--- config.mk ---
export PLATFORM = sky130hd
export DESIGN_NAME = bp_me_mem_cmd_arbiter
export DESIGN_NICKNAME = d
export VERILOG_FILES = /design/src/rtl/bp_me_pkg.sv /design/src/rtl/bsg_fifo_1r1w_small.sv /design/src/rtl/bp_me_mem_cmd_arbiter.sv
export SDC_FILE = /design/constraint.sdc
export NUM_CORES = 1
export LEC_CHECK = 0
export CELL_PAD_IN_SITES_DETAIL_PLACEMENT = 1
export CELL_PAD_IN_SITES_GLOBAL_PLACEMENT = 2
export CORE_AREA = 2 2 255 257
export CTS_CLUSTER_DIAMETER = 40
export DETAILED_ROUTE_END_ITERATION = 16
export DIE_AREA = 0 0 257 259
export PLACE_DENSITY = 0.59
export SLEW_MARGIN = 30
export SYNTH_ARGS = -nofsm -noshare
export SYNTH_HDL_FRONTEND = slang
export SYNTH_SLANG_ARGS = --single-unit
--- constraint.sdc ---
create_clock -name clk_i -period 3.2 [get_ports clk_i]
set_input_delay 0.48 -clock clk_i [delete_from_list [all_inputs] [get_ports clk_i]]
set_output_delay 0.48 -clock clk_i [all_outputs]
set_load 0.05 [all_outputs]
--- src/rtl/bp_me_pkg.sv ---
// Shared types and helpers for the BedRock memory-command arbiter.
package bp_me_pkg;

  typedef enum logic [0:0] {
    e_arb  = 1'b0,
    e_hold = 1'b1
  } bp_me_mem_arb_state_e;

  function automatic int req_id_width(input int num_req);
    return (num_req > 1) ? $clog2(num_req) : 1;
  endfunction

endpackage

--- src/rtl/bsg_fifo_1r1w_small.sv ---
// Small circular FIFO with ready/valid enqueue and valid/yumi dequeue.
// ready_o depends only on the registered count.
module bsg_fifo_1r1w_small #(
  parameter int width_p = 1,
  parameter int els_p   = 4
) (
  input  logic               clk_i,
  input  logic               reset_i,
  input  logic               v_i,
  output logic               ready_o,
  input  logic [width_p-1:0] data_i,
  output logic               v_o,
  output logic [width_p-1:0] data_o,
  input  logic               yumi_i
);

  localparam int ptr_w = (els_p > 1) ? $clog2(els_p) : 1;
  localparam int cnt_w = $clog2(els_p + 1);

  logic [width_p-1:0] mem_q [els_p];
  logic [ptr_w-1:0]   wr_ptr_q, wr_ptr_d;
  logic [ptr_w-1:0]   rd_ptr_q, rd_ptr_d;
  logic [cnt_w-1:0]   count_q, count_d;
  logic               enq, deq;

  assign ready_o = (count_q != cnt_w'(els_p));
  assign v_o     = (count_q != '0);
  assign data_o  = mem_q[rd_ptr_q];
  assign enq     = v_i & ready_o;
  assign deq     = yumi_i & v_o;

  always_comb begin
    wr_ptr_d = wr_ptr_q;
    rd_ptr_d = rd_ptr_q;
    count_d  = count_q;
    if (enq) wr_ptr_d = (wr_ptr_q == ptr_w'(els_p - 1)) ? '0 : wr_ptr_q + 1'b1;
    if (deq) rd_ptr_d = (rd_ptr_q == ptr_w'(els_p - 1)) ? '0 : rd_ptr_q + 1'b1;
    case ({enq, deq})
      2'b10:   count_d = count_q + 1'b1;
      2'b01:   count_d = count_q - 1'b1;
      default: count_d = count_q;
    endcase
  end

  always_ff @(posedge clk_i or posedge reset_i) begin
    if (reset_i) begin
      wr_ptr_q <= '0;
      rd_ptr_q <= '0;
      count_q  <= '0;
    end else begin
      wr_ptr_q <= wr_ptr_d;
      rd_ptr_q <= rd_ptr_d;
      count_q  <= count_d;
    end
  end

  always_ff @(posedge clk_i) begin
    if (enq) mem_q[wr_ptr_q] <= data_i;
  end

endmodule

--- src/rtl/bp_me_mem_cmd_arbiter.sv ---
// Round-robin arbiter sharing one BedRock mem cmd/resp pair among num_req_p engines.
// Optional statistics counters under BP_ME_MEM_ARB_STATS_EN.
//   state  | meaning
//   e_arb  | pick next valid requester round-robin; transfer if memory ready
//   e_hold | grant locked on gnt_q until memory accepts
module bp_me_mem_cmd_arbiter
  import bp_me_pkg::*;
#(
  parameter int num_req_p         = 2,
  parameter int msg_width_p       = 128,
  parameter int max_outstanding_p = 4
) (
  input  logic                             clk_i,
  input  logic                             reset_i,
  input  logic [num_req_p*msg_width_p-1:0] cmd_i,
  input  logic [num_req_p-1:0]             cmd_v_i,
  output logic [num_req_p-1:0]             cmd_ready_o,
  output logic [msg_width_p-1:0]           mem_cmd_o,
  output logic                             mem_cmd_v_o,
  input  logic                             mem_cmd_ready_i,
  input  logic [msg_width_p-1:0]           mem_resp_i,
  input  logic                             mem_resp_v_i,
  output logic                             mem_resp_yumi_o,
  output logic [msg_width_p-1:0]           resp_o,
  output logic [num_req_p-1:0]             resp_v_o,
  input  logic [num_req_p-1:0]             resp_yumi_i
);

  localparam int id_w = req_id_width(num_req_p);

  bp_me_mem_arb_state_e state_q;
  logic [id_w-1:0] rr_ptr_q, gnt_q;
  logic [id_w-1:0] win_id, idx, sel_id, next_ptr, head_id;
  logic            win_found, sel_v, cmd_fire, resp_ok;
  logic            fifo_ready, fifo_v;

  always_comb begin
    win_found = 1'b0;
    win_id    = '0;
    idx       = '0;
    for (int i = 0; i < num_req_p; i++) begin
      idx = id_w'((int'(rr_ptr_q) + i) % num_req_p);
      if (!win_found && cmd_v_i[idx]) begin
        win_found = 1'b1;
        win_id    = idx;
      end
    end
  end

  // Outputs are forced low while reset is asserted, independent of the clock.
  always_comb begin
    sel_id      = (state_q == e_hold) ? gnt_q : win_id;
    sel_v       = (state_q == e_hold) ? cmd_v_i[gnt_q] : (win_found & fifo_ready);
    mem_cmd_v_o = sel_v & ~reset_i;
    cmd_fire    = mem_cmd_v_o & mem_cmd_ready_i;
    mem_cmd_o   = cmd_i[sel_id*msg_width_p +: msg_width_p];
    next_ptr    = (sel_id == id_w'(num_req_p - 1)) ? '0 : sel_id + 1'b1;
    cmd_ready_o = '0;
    if (cmd_fire) cmd_ready_o[sel_id] = 1'b1;
  end

  always_comb begin
    resp_ok          = mem_resp_v_i & fifo_v & ~reset_i;
    resp_v_o         = '0;
    resp_v_o[head_id] = resp_ok;
    mem_resp_yumi_o  = resp_ok & resp_yumi_i[head_id];
  end

  assign resp_o = mem_resp_i;

  always_ff @(posedge clk_i or posedge reset_i) begin
    if (reset_i) begin
      state_q  <= e_arb;
      rr_ptr_q <= '0;
      gnt_q    <= '0;
    end else begin
      case (state_q)
        e_arb: if (sel_v) begin
          if (cmd_fire) begin
            rr_ptr_q <= next_ptr;
          end else begin
            gnt_q   <= win_id;
            state_q <= e_hold;
          end
        end
        e_hold: if (cmd_fire) begin
          rr_ptr_q <= next_ptr;
          state_q  <= e_arb;
        end
        default: state_q <= e_arb;
      endcase
    end
  end

  bsg_fifo_1r1w_small #(
    .width_p(id_w),
    .els_p  (max_outstanding_p)
  ) tracker (
    .clk_i  (clk_i),
    .reset_i(reset_i),
    .v_i    (cmd_fire),
    .ready_o(fifo_ready),
    .data_i (sel_id),
    .v_o    (fifo_v),
    .data_o (head_id),
    .yumi_i (mem_resp_yumi_o)
  );

`ifndef SYNTHESIS
  resp_without_cmd: assert property (@(posedge clk_i) disable iff (reset_i)
    !(mem_resp_v_i && !fifo_v));
`endif

`ifdef BP_ME_MEM_ARB_STATS_EN
  logic [31:0] grant_cnt_q [num_req_p];
  logic [31:0] stall_cnt_q [num_req_p];
  logic [31:0] full_stall_q;

  always_ff @(posedge clk_i or posedge reset_i) begin
    if (reset_i) begin
      for (int i = 0; i < num_req_p; i++) begin
        grant_cnt_q[i] <= '0;
        stall_cnt_q[i] <= '0;
      end
      full_stall_q <= '0;
    end else begin
      for (int i = 0; i < num_req_p; i++) begin
        if (cmd_ready_o[i] && grant_cnt_q[i] != '1) grant_cnt_q[i] <= grant_cnt_q[i] + 1'b1;
        if (cmd_v_i[i] && !cmd_ready_o[i] && stall_cnt_q[i] != '1)
          stall_cnt_q[i] <= stall_cnt_q[i] + 1'b1;
      end
      if (state_q == e_arb && !fifo_ready && |cmd_v_i && full_stall_q != '1)
        full_stall_q <= full_stall_q + 1'b1;
    end
  end

  final begin
    for (int i = 0; i < num_req_p; i++)
      $display("mem_cmd_arb req%0d grants=%0d stalls=%0d", i, grant_cnt_q[i], stall_cnt_q[i]);
    $display("mem_cmd_arb full_stalls=%0d", full_stall_q);
  end
`endif

endmodule

==> qor.yml <==
p_per_area_nw_per_um2: 767.2
synth_fp_nets: 740
endpoint: "mem_cmd_o[12]"
grtUsageTotal: 0.05380
antenna_found_initial: 3
cts_setup_buffers: 0
cts_tree: "yes"
netlist-cell-type-count: 26
dp_slack_ns: 0.2787
drc_errors: 0
utilization: 0.1132
setup_viol: 0
fmax_ghz: 0.3416
async_flop_share: 0.7143
synth-seq-cells: 14
synthTopCellsByCount: "132 x mux2_1, 128 x buf_4, 14 x buf_2"
wirelength_mm: 19.09
worstMarginPinSlew_ns: 0.3127
finalSetupTns_ns: 0
p_leak_nw: 2.686
synthToLayoutAreaGrowth_pct: 119.6
drt_iter0_drc: 55
place.gp.congestion: 0.9298
yosysTopAreaCell: "mux2_1"
peakVddDrop_uv: 279.4
critPathRequiredTime_ns: 2.72
drv_cap: 0
hpwl_mm: 17.49
startpoint_type: "input port"
synth_top_area_frac: 0.4512
finalWorstSetupSlack_ns: 0.2729
h-tree-depth: 1
num_rows: 93
ys_seq_area_frac: 0.1124
clk_latency_ns: 0.24
dieArea_um2: 66560
synth.most_common_cell: "mux2_1"
relSlewSlack: 0.7901
drive_above_1_share: 0.2561
period_share: 0.9147
drv_slew: 0
clock-root-buffer: "clkbuf_16"
vias: 3585
cts.sinks: 14
pin_count: 654
grt_pass1_wl_mm: 26.68
stdcell_count: 1468
grt_setup_unrepaired: "no"
hp-class: "reg2reg"
worstSetupEndpointType: "output port"
r2r_setup_slack_ns: 0.63
grt_pass1_vias: 3953
synthesis.area_um2: 3294
final_nets: 1013
holdWs_ns: 0.5417
gr-total-overflow: 0
cts_resized: 0
core_area_um2: 63880
port_buffers: 397
hold_buffers: 0
die_w_um: 257
p_total_mw: 5.550
cp_data_arrival_time_ns: 2.45
synth.area.top_cells: "mux2_1 45%, buf_4 29%, dfrtp_1 7.6%, edfxtp_1 3.6%, ha_1 2.3%"
clk_path_buf_depth: 2
placedCellCount: 1464
synth_cells: 341
grt_max_degree: 50
syn_avg_cell_area_um2: 9.661
viasPerCell: 2.442
place_area_um2: 7156
numCtsBuffers: 3
period_needed_ns: 2.927
r2r-start: "tracker.rd_ptr_q[0]"
wire_per_inst_um: 13.00
r2r_end: "tracker.count_q[2]"
die_h_um: 259
worstSetupStartpoint: "cmd_v_i[0]"
ys_warn_count: 0
diodes: 0
skew_ns: 0.002852
ant_nets: 0
yosys_most_used_dff: "dfrtp_1"
final_area_um2: 7234
critPathKind: "in2out"
status: "completed"
path_clk_slew_ns: 0.05
synth_edf_count: 4
floorplan.initialDensity: 0.05157
dr.pass1.iters: 3
finalHoldViolCount: 0
cp_max_fo: 34
rr_worst_depth: 9
[layout make-up]
class	count	area, um^2
Clock inverter	1	3.754
Clock buffer	3	75.07
Inverter	9	33.78
Timing Repair Buffer	410	3811
Tap cell	855	1070
Fill cell	7506	56650
Multi-Input combinational cell	176	1871
Sequential cell	14	370.4
[cell usage in the layout (no fill, tap or decap), types with 2 or more instances in the layout]
master           Yosys  layout
and2_1               4       4
buf_12               0       6
buf_4              128     141
clkbuf_16            0       3
clkdlybuf4s50_1      0     263
dfrtp_1             10      10
edfxtp_1             4       4
ha_1                 6       6
inv_1                9       9
mux2_1             132     132
mux2i_1              3       3
nand2_1              3       3
nor2_1               9       9
nor2b_1              2       2
o21ai_1              3       2
xor2_1               2       2
[cells by family (layout without fill, tap and decap cells)]
kind of cell / count (synthesis) / count (layout) / synth area share
AOI/OAI and AO/OA: 8 / 8 / 0.02317
xor gates and xnor gates: 3 / 3 / 0.007977
adders and majority gates: 7 / 7 / 0.02886
buffers and inverters: 151 / 423 / 0.3232
DFF: 14 / 14 / 0.1124
muxes: 137 / 137 / 0.4706
and+or+nand+nor: 21 / 21 / 0.03380
[flip-flops by register name (all words and copies together), names as in the netlist]
register / cells
tracker.wr_ptr_q: 2
tracker.count_q: 3
tracker.rd_ptr_q: 2
state_q: 1
gnt_q: 1
tracker.mem_q: 4
rr_ptr_q: 1
[critical path, cell delays in order]
cell             delay, ns
clkdlybuf4s50_1       0.46
inv_1                 0.07
o21ai_1               0.11
o21ai_4               0.22
buf_12                0.23
buf_12                0.24
mux2_1                0.37
buf_4                 0.20
[layer usage]
| metal | share of wire | GRT usage | vias up | wire length [um] |
|---|---|---|---|---|
| met5 | 0.0012 | 0 | - | 23 |
| met4 | 0.034 | 0.01696 | 4 | 650 |
| met3 | 0.14 | 0.02890 | 48 | 2609 |
| met2 | 0.50 | 0.09681 | 354 | 9519 |
| met1 | 0.33 | 0.05287 | 1602 | 6290 |
| li1 | - | - | 1577 | - |
[worst min path at each step]
stage,slack (ns),end,depth (start not counted),start
after floorplan,0.36,gnt_q,1,reset_i
after global placement,0.53,tracker.rd_ptr_q[1],1,tracker.rd_ptr_q[1]
after detailed placement,0.53,tracker.rd_ptr_q[1],1,tracker.rd_ptr_q[1]
after CTS,0.55,tracker.rd_ptr_q[1],1,tracker.rd_ptr_q[1]
after global routing,0.57,tracker.rd_ptr_q[1],1,tracker.rd_ptr_q[1]
final,0.54,tracker.rd_ptr_q[1],1,tracker.rd_ptr_q[1]
[report_power, final]
group / internal (mW) / switching, mW / total [mW]
Sequential: 0.264 / 0.0847 / 0.349
Combinational: 1.81 / 3.15 / 4.96
Clock: 0.165 / 0.0726 / 0.238
Total: 2.24 / 3.31 / 5.55
Power figures use the tool's default switching activity.
